===== src/rtl/axi_pkg.sv =====
`default_nettype none
// ============================================================================
//  Module      : axi_pkg
//  Description : Shared AXI write-channel types: response codes and the
//                write-manager FSM state encoding.
//  Revision    : 1.0  initial release
// ============================================================================
package axi_pkg;

    // AXI write response codes.
    typedef enum logic [1:0] {
        OKAY   = 2'b00,
        EXOKAY = 2'b01,
        SLVERR = 2'b10,
        DECERR = 2'b11
    } resp_t;

    // Write-manager FSM states.
    typedef enum logic [1:0] {
        IDLE      = 2'b00,
        ADDR_DATA = 2'b01,
        WAIT_B    = 2'b10
    } wr_state_t;

endpackage : axi_pkg
`default_nettype wire


===== src/rtl/axi_mgr_wr_ch.sv =====
`default_nettype none
// ============================================================================
//  Module      : axi_mgr_wr_ch
//  Description : Single-beat AXI write manager. One tx_start in IDLE issues
//                one AW + one W transfer (independent handshakes, any order),
//                then waits for the B response and reports it on bresp with
//                a one-cycle done pulse. All channel outputs are registered.
//  Optional    : define AXI_WR_TIMEOUT_EN to abort WAIT_B after TIMEOUT_CYC
//                cycles with bresp = SLVERR.
//  Ports       : ACLK, ARESETn (sync, active-low)
//                tx_start/tx_addr/tx_data  - request side
//                busy/done/bresp           - status side
//                AW*/W*/B*                 - AXI write channels
//  Revision    : 1.0  initial release
// ============================================================================
module axi_mgr_wr_ch
    import axi_pkg::*;
#(
    parameter int ADDR_W      = 32,
    parameter int DATA_W      = 64,
    parameter int TIMEOUT_CYC = 256
) (
    input  logic                  ACLK,
    input  logic                  ARESETn,
    input  logic                  tx_start,
    input  logic [ADDR_W-1:0]     tx_addr,
    input  logic [DATA_W-1:0]     tx_data,
    output logic                  busy,
    output logic                  done,
    output logic [1:0]            bresp,
    output logic [ADDR_W-1:0]     AWADDR,
    output logic                  AWVALID,
    input  logic                  AWREADY,
    output logic [DATA_W-1:0]     WDATA,
    output logic [DATA_W/8-1:0]   WSTRB,
    output logic                  WLAST,
    output logic                  WVALID,
    input  logic                  WREADY,
    input  logic [1:0]            BRESP,
    input  logic                  BVALID,
    output logic                  BREADY
);

    wr_state_t          r_state;
    logic [ADDR_W-1:0]  r_awaddr;
    logic [DATA_W-1:0]  r_wdata;
    logic               r_awvalid;
    logic               r_wvalid;
    logic               r_bready;
    logic               r_busy;
    logic               r_done;
    resp_t              r_bresp;
    logic               r_aw_done;
    logic               r_w_done;

    // Completion status including a handshake happening at this edge; lets
    // the FSM move to WAIT_B in the same edge the second handshake lands.
    logic w_aw_done_nxt;
    logic w_w_done_nxt;
    assign w_aw_done_nxt = r_aw_done | (r_awvalid & AWREADY);
    assign w_w_done_nxt  = r_w_done  | (r_wvalid  & WREADY);

`ifdef AXI_WR_TIMEOUT_EN
    localparam int c_CNT_W = $clog2(TIMEOUT_CYC + 1);
    logic [c_CNT_W-1:0] r_to_cnt;
`else
    // Timeout limit has no function in this build.
    logic w_unused_timeout_cyc;
    assign w_unused_timeout_cyc = |TIMEOUT_CYC;
`endif

    always_ff @(posedge ACLK) begin
        if (!ARESETn) begin
            r_state   <= IDLE;
            r_awaddr  <= '0;
            r_wdata   <= '0;
            r_awvalid <= 1'b0;
            r_wvalid  <= 1'b0;
            r_bready  <= 1'b0;
            r_busy    <= 1'b0;
            r_done    <= 1'b0;
            r_bresp   <= OKAY;
            r_aw_done <= 1'b0;
            r_w_done  <= 1'b0;
`ifdef AXI_WR_TIMEOUT_EN
            r_to_cnt  <= '0;
`endif
        end else begin
            r_done <= 1'b0;
            case (r_state)
                IDLE: begin
                    if (tx_start) begin
                        r_awaddr  <= tx_addr;
                        r_wdata   <= tx_data;
                        r_awvalid <= 1'b1;
                        r_wvalid  <= 1'b1;
                        r_busy    <= 1'b1;
                        r_aw_done <= 1'b0;
                        r_w_done  <= 1'b0;
                        r_state   <= ADDR_DATA;
                    end
                end
                ADDR_DATA: begin
                    if (r_awvalid && AWREADY) r_awvalid <= 1'b0;
                    if (r_wvalid && WREADY)   r_wvalid  <= 1'b0;
                    r_aw_done <= w_aw_done_nxt;
                    r_w_done  <= w_w_done_nxt;
                    if (w_aw_done_nxt && w_w_done_nxt) begin
                        r_bready <= 1'b1;
                        r_state  <= WAIT_B;
`ifdef AXI_WR_TIMEOUT_EN
                        r_to_cnt <= '0;
`endif
                    end
                end
                WAIT_B: begin
                    if (BVALID) begin
                        r_bresp   <= resp_t'(BRESP);
                        r_done    <= 1'b1;
                        r_bready  <= 1'b0;
                        r_busy    <= 1'b0;
                        r_aw_done <= 1'b0;
                        r_w_done  <= 1'b0;
                        r_state   <= IDLE;
                    end
`ifdef AXI_WR_TIMEOUT_EN
                    // Final WAIT_B cycle is the one where the count shows
                    // TIMEOUT_CYC-1, giving exactly TIMEOUT_CYC wait cycles.
                    else if (r_to_cnt == c_CNT_W'(TIMEOUT_CYC - 1)) begin
                        r_bresp   <= SLVERR;
                        r_done    <= 1'b1;
                        r_bready  <= 1'b0;
                        r_busy    <= 1'b0;
                        r_aw_done <= 1'b0;
                        r_w_done  <= 1'b0;
                        r_state   <= IDLE;
                    end else begin
                        r_to_cnt  <= r_to_cnt + c_CNT_W'(1);
                    end
`endif
                end
                default: begin
                    r_state <= IDLE;
                end
            endcase
        end
    end

    assign busy    = r_busy;
    assign done    = r_done;
    assign bresp   = r_bresp;
    assign AWADDR  = r_awaddr;
    assign AWVALID = r_awvalid;
    assign WDATA   = r_wdata;
    assign WSTRB   = '1;
    assign WLAST   = 1'b1;
    assign WVALID  = r_wvalid;
    assign BREADY  = r_bready;

endmodule : axi_mgr_wr_ch
`default_nettype wire


===== config.mk =====
export PLATFORM = sky130hd
export DESIGN_NAME = axi_mgr_wr_ch
export DESIGN_NICKNAME = d
export VERILOG_FILES = /design/src/rtl/axi_pkg.sv /design/src/rtl/axi_mgr_wr_ch.sv
export SDC_FILE = /design/constraint.sdc
export NUM_CORES = 1
export LEC_CHECK = 0
export ABC_CLOCK_PERIOD_IN_PS = 3820
export BUFFER_PORTS_ARGS = -buffer_cell sky130_fd_sc_hd__buf_4
export CORE_MARGIN = 2
export CORE_UTILIZATION = 47
export DETAILED_ROUTE_END_ITERATION = 7
export PLACE_DENSITY = 0.94
export SLEW_MARGIN = 20
export SYNTH_ARGS = -nofsm -noshare
export SYNTH_HDL_FRONTEND = slang
export SYNTH_SLANG_ARGS = --single-unit

===== constraint.sdc =====
create_clock -name ACLK -period 3.82 [get_ports ACLK]
set_clock_uncertainty 0.15 [all_clocks]
set_input_delay 0.573 -clock ACLK [delete_from_list [all_inputs] [get_ports ACLK]]
set_output_delay 0.573 -clock ACLK [all_outputs]
set_load 0.05 [all_outputs]

==> results.md <==
- Outcome: finished clean
- Clock sinks: 107
- Cell type with the highest aggregate area in the netlist: sky130_fd_sc_hd__dfxtp_1
- Routed wire length: 10.5 mm
- Metal3 WL: around 800 microns
- Top metal layer carrying routed signals: met4
- Average via count per standard cell: about 4.9
- Number of enable-type register cells in the synthesized netlist: 0
- Hold WC Path Type: register to register
- Routed len/inst: between 10 and 15 microns
- Pre-Repair DR Iteration Count: 4
- Overall global routing resource usage: a little under a quarter
- Floorplan die area: 0.00891 sq mm
- Transition time at the pin with the least slew margin: between 800 and 900 ps
- Std-Cell Core Area: 0.00781 sq mm
- Most frequently used cell type in the post-synthesis netlist: sky130_fd_sc_hd__nand2_1
- Final TNS setup: 0 ps
- Final setup violation count: 0
- Clock latency on the worst-skew pair: between 300 and 400 ps
- Crit path buffers/inverters: 1
- DR WL met2: approximately 5.6 mm
- Startpoint kind of the worst setup timing path: register
- Number of buffers created by CTS: 9
- Maximum capacitance violations: 0
- Die outline height: roughly 94 microns
- Number of hold violations in the final report: 0
- Overall via count from detail_route: approximately 3,800
- Via count of the first global-routing pass: between 3,000 and 4,000
- Row count: 32
- Tot Pwr: about 0.0025 W
- Number of setup buffers added after CTS: 0
- Post-cts hold buffer count: 0
- Count of H-tree levels built during CTS: 3
- Proportion of netlist area held by the largest area contributor: between 50 and 60%
- Post-synthesis sequential element count: ~110
- Gp weighted congestion: about 0.76
- Average cell area after synthesis: about 8.1 sq um
- Final Slew Violations: 0
- Leading register cell type out of synthesis: sky130_fd_sc_hd__dfxtp_1
- Hold slack final: approximately 310 ps
- Unique masters post-synth: 23
- Unrepaired setup endpoints after global routing: no
- Maximum ir drop on the vdd rail: 0.281 mV
- Placed cell count: roughly 750
- CTS root buffer: sky130_fd_sc_hd__clkbuf_8
- Wire length of the first global-routing pass: 16.0 mm
- Largest stage delay on the critical path: around 560 ps
- Final Cycle Share: 50.1%
- Pwr per Cell Area: 445 mW/mm^2
- Final HPWL from detailed placement: roughly 7.8 mm
- Maximum root-to-sink buffer count: 2
- Maximum fanout along the worst path: between 50 and 60
- Synthesized cell area: just under 0.004 sq mm
- Biggest area contributors in the synthesized netlist: sky130_fd_sc_hd__dfxtp_1, sky130_fd_sc_hd__nand2_1, sky130_fd_sc_hd__a21oi_1
- Commonest cells in the synthesized netlist: sky130_fd_sc_hd__nand2_1, sky130_fd_sc_hd__dfxtp_1, sky130_fd_sc_hd__a21oi_1
- Maximum clock frequency: ~520 MHz
- Synthesized instance count: 477
- Number of DRC violations after detailed routing: 0
- IO Count: 216
- Sequential fraction of the synthesis area: 55.7%
- Normalized max-slew margin: between 40% and 50%
- Remaining global-route overflow: 0
- Slowest CP cell: sky130_fd_sc_hd__dfxtp_1
- Met1 layer wirelength in the final routing: ~4.0 mm
- Final net count: 768
- Initial antenna violation count: 0
- Final std cells w/o fill: between 700 and 800
- Cells traversed along the worst timing path: or3b_4 -> buf_12 -> nand2_1 -> a21oi_1
- Leakage: 2.53 nW
- Critical Setup Path Class: register to register
- Effective utilization at floorplan: 49.2%
- Maximum number of pins on one net before global-route repair: a little under 100
- Clock input transition at the sequential cells of the worst setup and hold paths: 90 ps
- Antenna diode count: 0
- Required time at the worst-slack endpoint: 3930 ps
- TritonCTS clock tree: yes
- Arrival time of data at the critical path endpoint: roughly 2000 ps
- Count of nets left with antenna violations after detail routing: 0
- Drt first-iter violations: around 120
- Area grow syn2layout: 43.9%
- Fraction of synthesis flops using an asynchronous set or reset pin: 0%
- Number of filler instances in the final layout: between 600 and 700
- Port Buffers: around 210
- Number of gates resized after cts: 0
- Fraction of final layout cells with drive strength greater than 1: roughly a third
- Crit end category: register
- Count of yosys warnings during synthesis: 0
- Die W: between 90 and 100 microns
- Final critical-path required period: roughly 1900 ps
- Cell class contributing the biggest share of worst-path delay: simple AND/OR/NAND/NOR gates
==> power breakdown <==
| part | switching (W) | leakage (nW) | total, W | internal [W] |
|---|---|---|---|---|
| logic | 0.000377 | 1.56 | 0.000568 | 0.000191 |
| registers | 0.0000388 | 0.878 | 0.00122 | 0.00118 |
| clock network | 0.000354 | 0.0926 | 0.000675 | 0.000321 |
==> worst paths after layout <==
path | from | end | slack, ps | cells after the start
worst max register to register | r_state[1]$_SDFFE_PN0P_ | WDATA[2]$_SDFFE_PN0P_ | 1910 | 4
worst min register to register | WDATA[44]$_SDFFE_PN0P_ | WDATA[44]$_SDFFE_PN0P_ | 310 | 2
worst max-delay path | r_state[1]$_SDFFE_PN0P_ | WDATA[2]$_SDFFE_PN0P_ | 1910 | 4
worst min-delay path | WDATA[44]$_SDFFE_PN0P_ | WDATA[44]$_SDFFE_PN0P_ | 310 | 2
==> worst reg2reg max path, stage by stage (launching register included) <==
cell,delay [ps]
sky130_fd_sc_hd__dfxtp_1,560
sky130_fd_sc_hd__or3b_4,530
sky130_fd_sc_hd__buf_12,310
sky130_fd_sc_hd__nand2_1,120
sky130_fd_sc_hd__a21oi_1,170
==> area by class of cell <==
cell class	count	area, sq um	share of cell area, %
flip-flops and latches	107	2140	38.7
repair buffers	211	1600	28.9
multi-input cells	332	1460	26.4
clock buffers	12	145	2.62
well taps	102	128	2.31
clock inverters	4	50.0	0.905
inverters	3	11.3	0.204
==> per-layer routing <==
metal	GRT usage (%)	up-vias
met5	0	-
met4	7.85	0
met3	5.11	14
met2	42.0	157
met1	25.2	1730
li1	-	1878
==> registers in the layout (all words and copies together), names as in the netlist, 2 cells and up <==
signal	count
AWADDR	32
WDATA	64
bresp	2
r_state	2
==> layout by cell type, fill, tap and decap left out, drive strengths merged <==
cell	Yosys	routed
a2111oi	1	1
a21oi	101	101
a31o	1	1
buf	28	211
bufinv	0	1
clkbuf	15	12
clkinv	0	1
clkinvlp	0	2
conb	1	9
dfxtp	107	107
inv	3	3
mux2i	3	3
nand2	196	196
nand3b	2	2
nor2	7	7
nor2b	1	1
nor3	1	1
nor3b	1	1
nor4b	1	1
o21ai	2	2
o21bai	2	2
o22ai	2	2
or2	1	1
or3b	1	1
==> cell families after synthesis <==
family	count (synthesis)	synth area share (%)
other cells	1	0.0976
buf+inv	46	7.16
flops	107	55.7
simple gates	211	21.6
compound gates	109	14.6
mux	3	0.782
==> per-stage QoR <==
stage / area (sq um) / utilization [%] / worst slack (ps)
final: 5530 / 70.8 / 1910
after CTS: 5510 / 70.6 / 1710
after detailed placement: 5320 / 68.1 / 1530
after floorplan: 3870 / - / 2130
after global placement: 5320 / 68.1 / 1650
after global routing: 5530 / 70.8 / 1760
Note: power is estimated with default switching activity, not from simulation.
